`config.mk`:
```
export PLATFORM = sky130hd
export DESIGN_NAME = mux_nto1_rr
export DESIGN_NICKNAME = d
export VERILOG_FILES = /design/src/rtl/mux_pkg.sv /design/src/rtl/rr_arbiter.sv /design/src/rtl/mux_nto1_rr.sv
export SDC_FILE = /design/constraint.sdc
export NUM_CORES = 1
export LEC_CHECK = 0
export BUFFER_PORTS_ARGS = -buffer_cell sky130_fd_sc_hd__buf_2
export CAP_MARGIN = 20
export CORE_MARGIN = 2
export CORE_UTILIZATION = 38
export DETAILED_ROUTE_END_ITERATION = 12
export PLACE_DENSITY_LB_ADDON = 0.25
export SLEW_MARGIN = 20
export SYNTH_ARGS = -nofsm -noshare
export SYNTH_HDL_FRONTEND = slang
export SYNTH_HIERARCHICAL = 1
export SYNTH_SLANG_ARGS = --single-unit
```
`constraint.sdc`:
```
create_clock -name clk -period 1.24 [get_ports clk]
set_input_delay 0.186 -clock clk [delete_from_list [all_inputs] [get_ports clk]]
set_output_delay 0.186 -clock clk [all_outputs]
set_load 0.01 [all_outputs]
```
`src/rtl/mux_pkg.sv`:
```
// Shared definitions for the N-to-1 registered channel multiplexer:
// arbitration mode constants, output-stage state encoding and grant width helper.
package mux_pkg;

   localparam int MODE_RR    = 0;
   localparam int MODE_FIXED = 1;

   // Output register occupancy: EMPTY means out_valid=0, FULL means out_valid=1.
   typedef enum logic {
      ST_EMPTY = 1'b0,
      ST_FULL  = 1'b1
   } out_state_e;

   // Width of a grant index; a single channel still gets a one-bit index.
   function automatic int sel_width(input int n);
      int w;
      if (n <= 1) begin
         w = 1;
      end else begin
         w = $clog2(n);
      end
      return w;
   endfunction

endpackage

```
`src/rtl/rr_arbiter.sv`:
```
// Combinational request arbiter. In round-robin mode the search starts at ptr
// and wraps from N-1 back to 0; in fixed mode the lowest requesting index wins.
// With en low no grant is issued.
module rr_arbiter
   import mux_pkg::*;
#(
   parameter int N    = 2,
   parameter int MODE = MODE_RR,
   localparam int SEL_W = sel_width(N)
) (
   input  logic [N-1:0]     req,
   input  logic [SEL_W-1:0] ptr,
   input  logic             en,
   output logic [N-1:0]     grant,
   output logic [SEL_W-1:0] grant_idx
);

   // Rotating priority search: first requester at or after the start index wins.
   always_comb begin
      logic             found_v;
      int               start_v;
      int               idx_v;
      logic [SEL_W-1:0] idx_sel_v;
      grant     = '0;
      grant_idx = '0;
      found_v   = 1'b0;
      idx_v     = 0;
      idx_sel_v = '0;
      if (MODE == MODE_FIXED) begin
         start_v = 0;
      end else begin
         start_v = int'(ptr);
      end
      if (en) begin
         for (int k = 0; k < N; k++) begin
            idx_v     = (start_v + k) % N;
            idx_sel_v = SEL_W'(idx_v);
            if (!found_v && req[idx_sel_v]) begin
               found_v          = 1'b1;
               grant[idx_sel_v] = 1'b1;
               grant_idx        = idx_sel_v;
            end else begin
            end
         end
      end else begin
         grant = '0;
      end
   end

endmodule

```
`src/rtl/mux_nto1_rr.sv`:
```
// N-to-1 registered channel multiplexer with valid/ready on every port.
// An internal arbiter picks the channel; the chosen word is held in an output
// register until the consumer takes it. Data never passes combinationally from
// in_data to out_data; in_ready depends only on in_valid, out_ready and state.
module mux_nto1_rr
   import mux_pkg::*;
#(
   parameter int WIDTH = 32,
   parameter int N     = 2,
   parameter int MODE  = MODE_RR,
   localparam int SEL_W = sel_width(N)
) (
   input  logic               clk,
   input  logic               rst,
   input  logic [N-1:0]       in_valid,
   input  logic [N*WIDTH-1:0] in_data,
   output logic [N-1:0]       in_ready,
   output logic               out_valid,
   output logic [WIDTH-1:0]   out_data,
   output logic [SEL_W-1:0]   out_sel,
   input  logic               out_ready
);

   out_state_e       state_r;
   logic [WIDTH-1:0] data_r;
   logic [SEL_W-1:0] sel_r;
   logic [SEL_W-1:0] ptr_r;

   logic             load_en_s;
   logic [N-1:0]     grant_s;
   logic [SEL_W-1:0] grant_idx_s;
   logic             xfer_s;
   logic [WIDTH-1:0] mux_data_s;
   logic [SEL_W-1:0] ptr_next_s;

   // The register may take a new word when empty or when its word leaves this cycle.
   assign load_en_s = (state_r == ST_EMPTY) || out_ready;

   rr_arbiter #(
      .N    (N),
      .MODE (MODE)
   ) u_arb (
      .req       (in_valid),
      .ptr       (ptr_r),
      .en        (load_en_s),
      .grant     (grant_s),
      .grant_idx (grant_idx_s)
   );

   // Grants only go to requesting channels, so any grant bit is a transfer.
   assign in_ready = rst ? '0 : grant_s;
   assign xfer_s   = |grant_s;

   // One-hot AND-OR select of the granted channel's data.
   always_comb begin
      mux_data_s = '0;
      for (int i = 0; i < N; i++) begin
         if (grant_s[i]) begin
            mux_data_s = in_data[i*WIDTH +: WIDTH];
         end else begin
         end
      end
   end

   // Next round-robin start: one past the granted channel, wrapping at N-1.
   always_comb begin
      if (int'(grant_idx_s) == N - 1) begin
         ptr_next_s = '0;
      end else begin
         ptr_next_s = grant_idx_s + SEL_W'(1);
      end
   end

   // Output-stage FSM with its data, index and round-robin pointer registers.
   always_ff @(posedge clk or posedge rst) begin
      if (rst) begin
         state_r <= ST_EMPTY;
         data_r  <= '0;
         sel_r   <= '0;
         ptr_r   <= '0;
      end else begin
         case (state_r)
            ST_EMPTY: begin
               if (xfer_s) begin
                  state_r <= ST_FULL;
               end else begin
                  state_r <= ST_EMPTY;
               end
            end
            ST_FULL: begin
               if (out_ready && !xfer_s) begin
                  state_r <= ST_EMPTY;
               end else begin
                  state_r <= ST_FULL;
               end
            end
            default: begin
               state_r <= ST_EMPTY;
            end
         endcase
         if (xfer_s) begin
            data_r <= mux_data_s;
            sel_r  <= grant_idx_s;
            if (MODE == MODE_RR) begin
               ptr_r <= ptr_next_s;
            end else begin
               ptr_r <= ptr_r;
            end
         end else begin
            data_r <= data_r;
            sel_r  <= sel_r;
            ptr_r  <= ptr_r;
         end
      end
   end

   assign out_valid = (state_r == ST_FULL);
   assign out_data  = data_r;
   assign out_sel   = sel_r;

endmodule

```
* Word level (Yosys, flattened, before mapping)
Index checks and enable logic that the tools add are counted.
Word-level totals: flip-flop bits (word level) 35, input bits 69, output and inout bits 36, logic and storage cells 44
Operators by class: add/sub/neg operators 2, order comparisons 4, muxes and demuxes 24, bitwise logic cells 2, reduce and logical (&&, ||, !) cells 8
Operators by type and width (number):
- 32-bit two-way mux | 2
- 1-bit two-way mux | 14
- 2-bit two-way mux | 5
- 1-bit logical AND | 4
- 1-bit by 2-bit less-than comparator with 1-bit output (second input constant) | 2
- 1-bit adder (second input constant) | 2
- 1-bit demux with 1-bit select | 2
- 1-bit greater-or-equal comparator (second input constant) | 2
- 1-bit zero test | 2
- 2-bit bitwise OR | 1
- 1-bit case mux with 2 select lines | 1
- 2-bit OR reduction | 1
- 1-bit logical OR | 1
- 1-bit NOT | 1

* Logic depth before layout (Yosys ltp)
depth after elaboration 14, mapped depth 7, depth with buffers taken out 5

* Cells and area by module
Netlist, hierarchy kept.
By module, submodules not included:
- mux_nto1_rr | instances 1, cells each 151, area an instance 1637.8 µm², sequential area each 875.8 µm²
- rr_arbiter | instances 1, cells each 6, area an instance 26.3 µm², sequential area each 0.0 µm²

* Worst setup path after synthesis
Ideal clock, no wire load.
path type flip-flop to output port, start point register state_r, in the netlist out_valid, end point output in_ready[0], arrival time 1.226 ns, data required time 1.054 ns, path slack -0.172 ns, stages on the path, launching flop included 7, path buffers 2, cell sequence dfrtp_1 nand2b_1 nand2_1 a21oi_1 buf_6 buf_12 nor2b_1
Between the ends: longest elaborated chain between the ends 4
RTL lines:
- start: declaration | line mux_nto1_rr.sv:24 | out_state_e state_r;
- start signal: assignment | line mux_nto1_rr.sv:77 | state_r <= ST_EMPTY;
- start signal: assignment | line mux_nto1_rr.sv:85 | state_r <= ST_FULL;
- start signal: assignment | line mux_nto1_rr.sv:87 | state_r <= ST_EMPTY;
- 1-bit NOT
- 1-bit logical OR | line mux_nto1_rr.sv:37 | assign load_en_s = (state_r == ST_EMPTY) || out_ready;
- via load_en_s | line mux_nto1_rr.sv:29 | logic load_en_s;
- 2-bit two-way mux | line rr_arbiter.sv:34 | if (en) begin
- via grant_s[0] | line mux_nto1_rr.sv:30 | logic [N-1:0] grant_s;
- 2-bit two-way mux | line mux_nto1_rr.sv:51 | assign in_ready = rst ? '0 : grant_s;
- end: declaration | line mux_nto1_rr.sv:17 | output logic [N-1:0] in_ready,
The timed path passes the listed nets, and every way through them passes these cells.

* Final worst setup path
Same ends and word-level chain as after synthesis.

==> impl_metrics.json <==
{
  "finalWorstSetupSlack_ns": -0.238,
  "synthMuxAreaShare": 0.192,
  "setup_tns_ns": -5.75,
  "post-dp-hpwl_mm": 3.05,
  "synth_fp_nets": 226,
  "required_ns": 1.05,
  "yosys.area_share.simple": 0.0925,
  "clock_path_buffers": 2,
  "postRouteAntennaNets": 0,
  "synthesis.area_um2": 1660,
  "coreArea_um2": 4290,
  "syn_avg_cell_area_um2": 10.6,
  "via_count": 1566,
  "cp_max_fo": 4,
  "fin_crit_ns": 1.48,
  "post-route-period-util": 1.19,
  "viasPerCell": 4.75,
  "ys_seq_area_frac": 0.526,
  "worstPathArrival_ns": 1.29,
  "synth_top_family_by_area": "multiplexers",
  "port_buffers": 104,
  "setup_viol": 36,
  "ys_types": 17,
  "dieArea_um2": 4920,
  "outcome": "complete, but fails checks",
  "grt_pass1_vias": 1522,
  "syn_inst": 157,
  "boundaryPins": 105,
  "globalRoute.totalOverflow": 0,
  "end_kind": "primary output",
  "finalHoldViolCount": 0,
  "finalClockSkew_ns": 0.00755,
  "die_h_um": 70.2,
  "tightest_slew_ns": 0.239,
  "h-tree-depth": 2,
  "antenna_found_initial": 0,
  "fmax_mhz": 677,
  "grt_pass1_wl_mm": 6.74,
  "routed_wl_mm": 4.03,
  "violations": "setup timing",
  "maxSlewHeadroom": 0.841,
  "clk_pin_slew_ns": 0.07,
  "cts_root_buf": "clkbuf_8",
  "layout_common_cells": "buf_2 (103), dfrtp_1 (35), nand2_1 (34)",
  "start_util": 0.388,
  "crit_type": "reg -> out",
  "area_growth_pct": 53.9,
  "gr-usage-all-layers": 0.172,
  "avgRoutedWirePerCell_um": 12.2,
  "hold_path_class": "in -> reg",
  "antennaDiodeCount": 0,
  "drive_above_1_share": 0.500,
  "layout_commonest_cell": "buf_2",
  "dp_slack_ns": -0.240,
  "initialDrtViolationCount": 81,
  "start_kind": "register",
  "synthXorXnorAreaFrac": 0,
  "rsz0062_at_grt": "yes",
  "leakage_nw": 1.28,
  "cts_buffers": 5,
  "die_w_um": 70.2,
  "place.gp.congestion": 0.765,
  "grt_max_degree": 28,
  "power_density_nw_per_um2": 1540,
  "drv_slew": 0,
  "num_rows": 24,
  "drc": 0,
  "drt_pass1_iterations": 4,
  "nNetsFinal": 346,
  "synth_compound_area_frac": 0.120,
  "synth_seq_cells": 35,
  "cts_tree": "yes",
  "cts_sinks": 35,
  "drv_cap": 0,
  "synthAdderAreaFrac": 0,
  "ys_warn_count": 6,
  "clk_latency_ns": 0.28,
  "irDropWorstVdd_mv": 0.848
}
-- flip-flops by register name, indices dropped and copies added, names as in the netlist --
name       flops
out_sel        1
out_data      32
ptr_r          1
out_valid      1
-- worst paths after layout --
kind                                  start            to  slack (ns)  cells past startpoint
worst max-delay path              out_valid   in_ready[0]       -0.24                      5
worst min-delay path            in_data[45]  out_data[13]        0.11                      3
min in group asynchronous               rst  out_data[25]        0.55                      4
max in group asynchronous               rst   out_data[3]        0.49                      4
worst max register to register    out_valid  out_data[14]       -0.20                      7
worst min register to register      out_sel       out_sel        0.51                      1
-- worst max-delay path: stages (launching register included) --
cell	delay, ns
dfrtp_1	0.37
nand2b_1	0.12
nand2_2	0.08
a21oi_4	0.17
nor2b_4	0.17
buf_6	0.10
-- layer usage --
metal | track usage | wire, um | vias to the layer above
li1 | - | - | 777
met1 | 0.216 | 1680 | 710
met2 | 0.278 | 1930 | 71
met3 | 0.0577 | 342 | 8
met4 | 0.0577 | 72 | 0
met5 | 0 | 0 | -
-- power breakdown --
part / internal, mW / switching [mW] / total, mW
Clock: 0.392 / 0.393 / 0.786
Combinational: 0.780 / 0.739 / 1.52
Sequential: 1.46 / 0.173 / 1.64
-- layout make-up --
type	instances	area, um^2
clock buffer	6	72.6
clock inverter	2	12.5
fill	384	1730
inverter	2	7.51
multi-input combinational	109	724
sequential	35	876
tap	52	65.1
timing repair buffer	124	803
-- what timing repair did --
| item | CTS | global route |
|---|---|---|
| buffers inserted | 4 | 3 |
| endpoints found under the setup margin | 35 | 37 |
| endpoints found under the hold margin | 35 | 0 |
| resized for setup | 3 | 17 |
| cloned | 0 | 2 |
| pin swaps | 0 | 2 |
| hold buffers | 1 | 0 |
-- kinds of logic (layout without fill, tap and decap cells) --
group / count (synthesis) / after routing
muxes: 32 / 32
AOI/OAI and AO/OA: 38 / 38
and+or+nand+nor: 39 / 39
DFF: 35 / 35
buffers and inverters: 13 / 134
-- cell usage after synthesis --
library cell   n  area, um^2
o21ai_1       27         135
nor2_1         1        3.75
nor2b_1        2        12.5
buf_2          2        10.0
nand2_1       35         131
buf_4          2        15.0
a21oi_1        3        15.0
inv_1          2        7.51
clkbuf_1       3        11.3
nand2b_1       1        6.26
buf_12         3        60.1
buf_6          1        11.3
o21ai_0        6        30.0
mux2i_1       32         320
a21bo_2        1        10.0
dfrtp_1       35         876
o31a_1         1        8.76
-- per-stage QoR --
| stage | util | hold WS (ns) | power (mW) | cell area (um^2) | std cells |
|---|---|---|---|---|---|
| after floorplan | - | 0.303 | 2.46 | 1700 | 157 |
| after global placement | 0.544 | 0.278 | 3.03 | 2330 | 314 |
| after detailed placement | 0.544 | 0.282 | 3.07 | 2330 | 314 |
| after CTS | 0.573 | 0.0950 | 3.91 | 2460 | 326 |
| after global routing | 0.596 | 0.108 | 4.25 | 2560 | 330 |
| final | 0.596 | 0.113 | 3.94 | 2560 | 330 |
No activity file was read; power rests on OpenSTA's default activity.
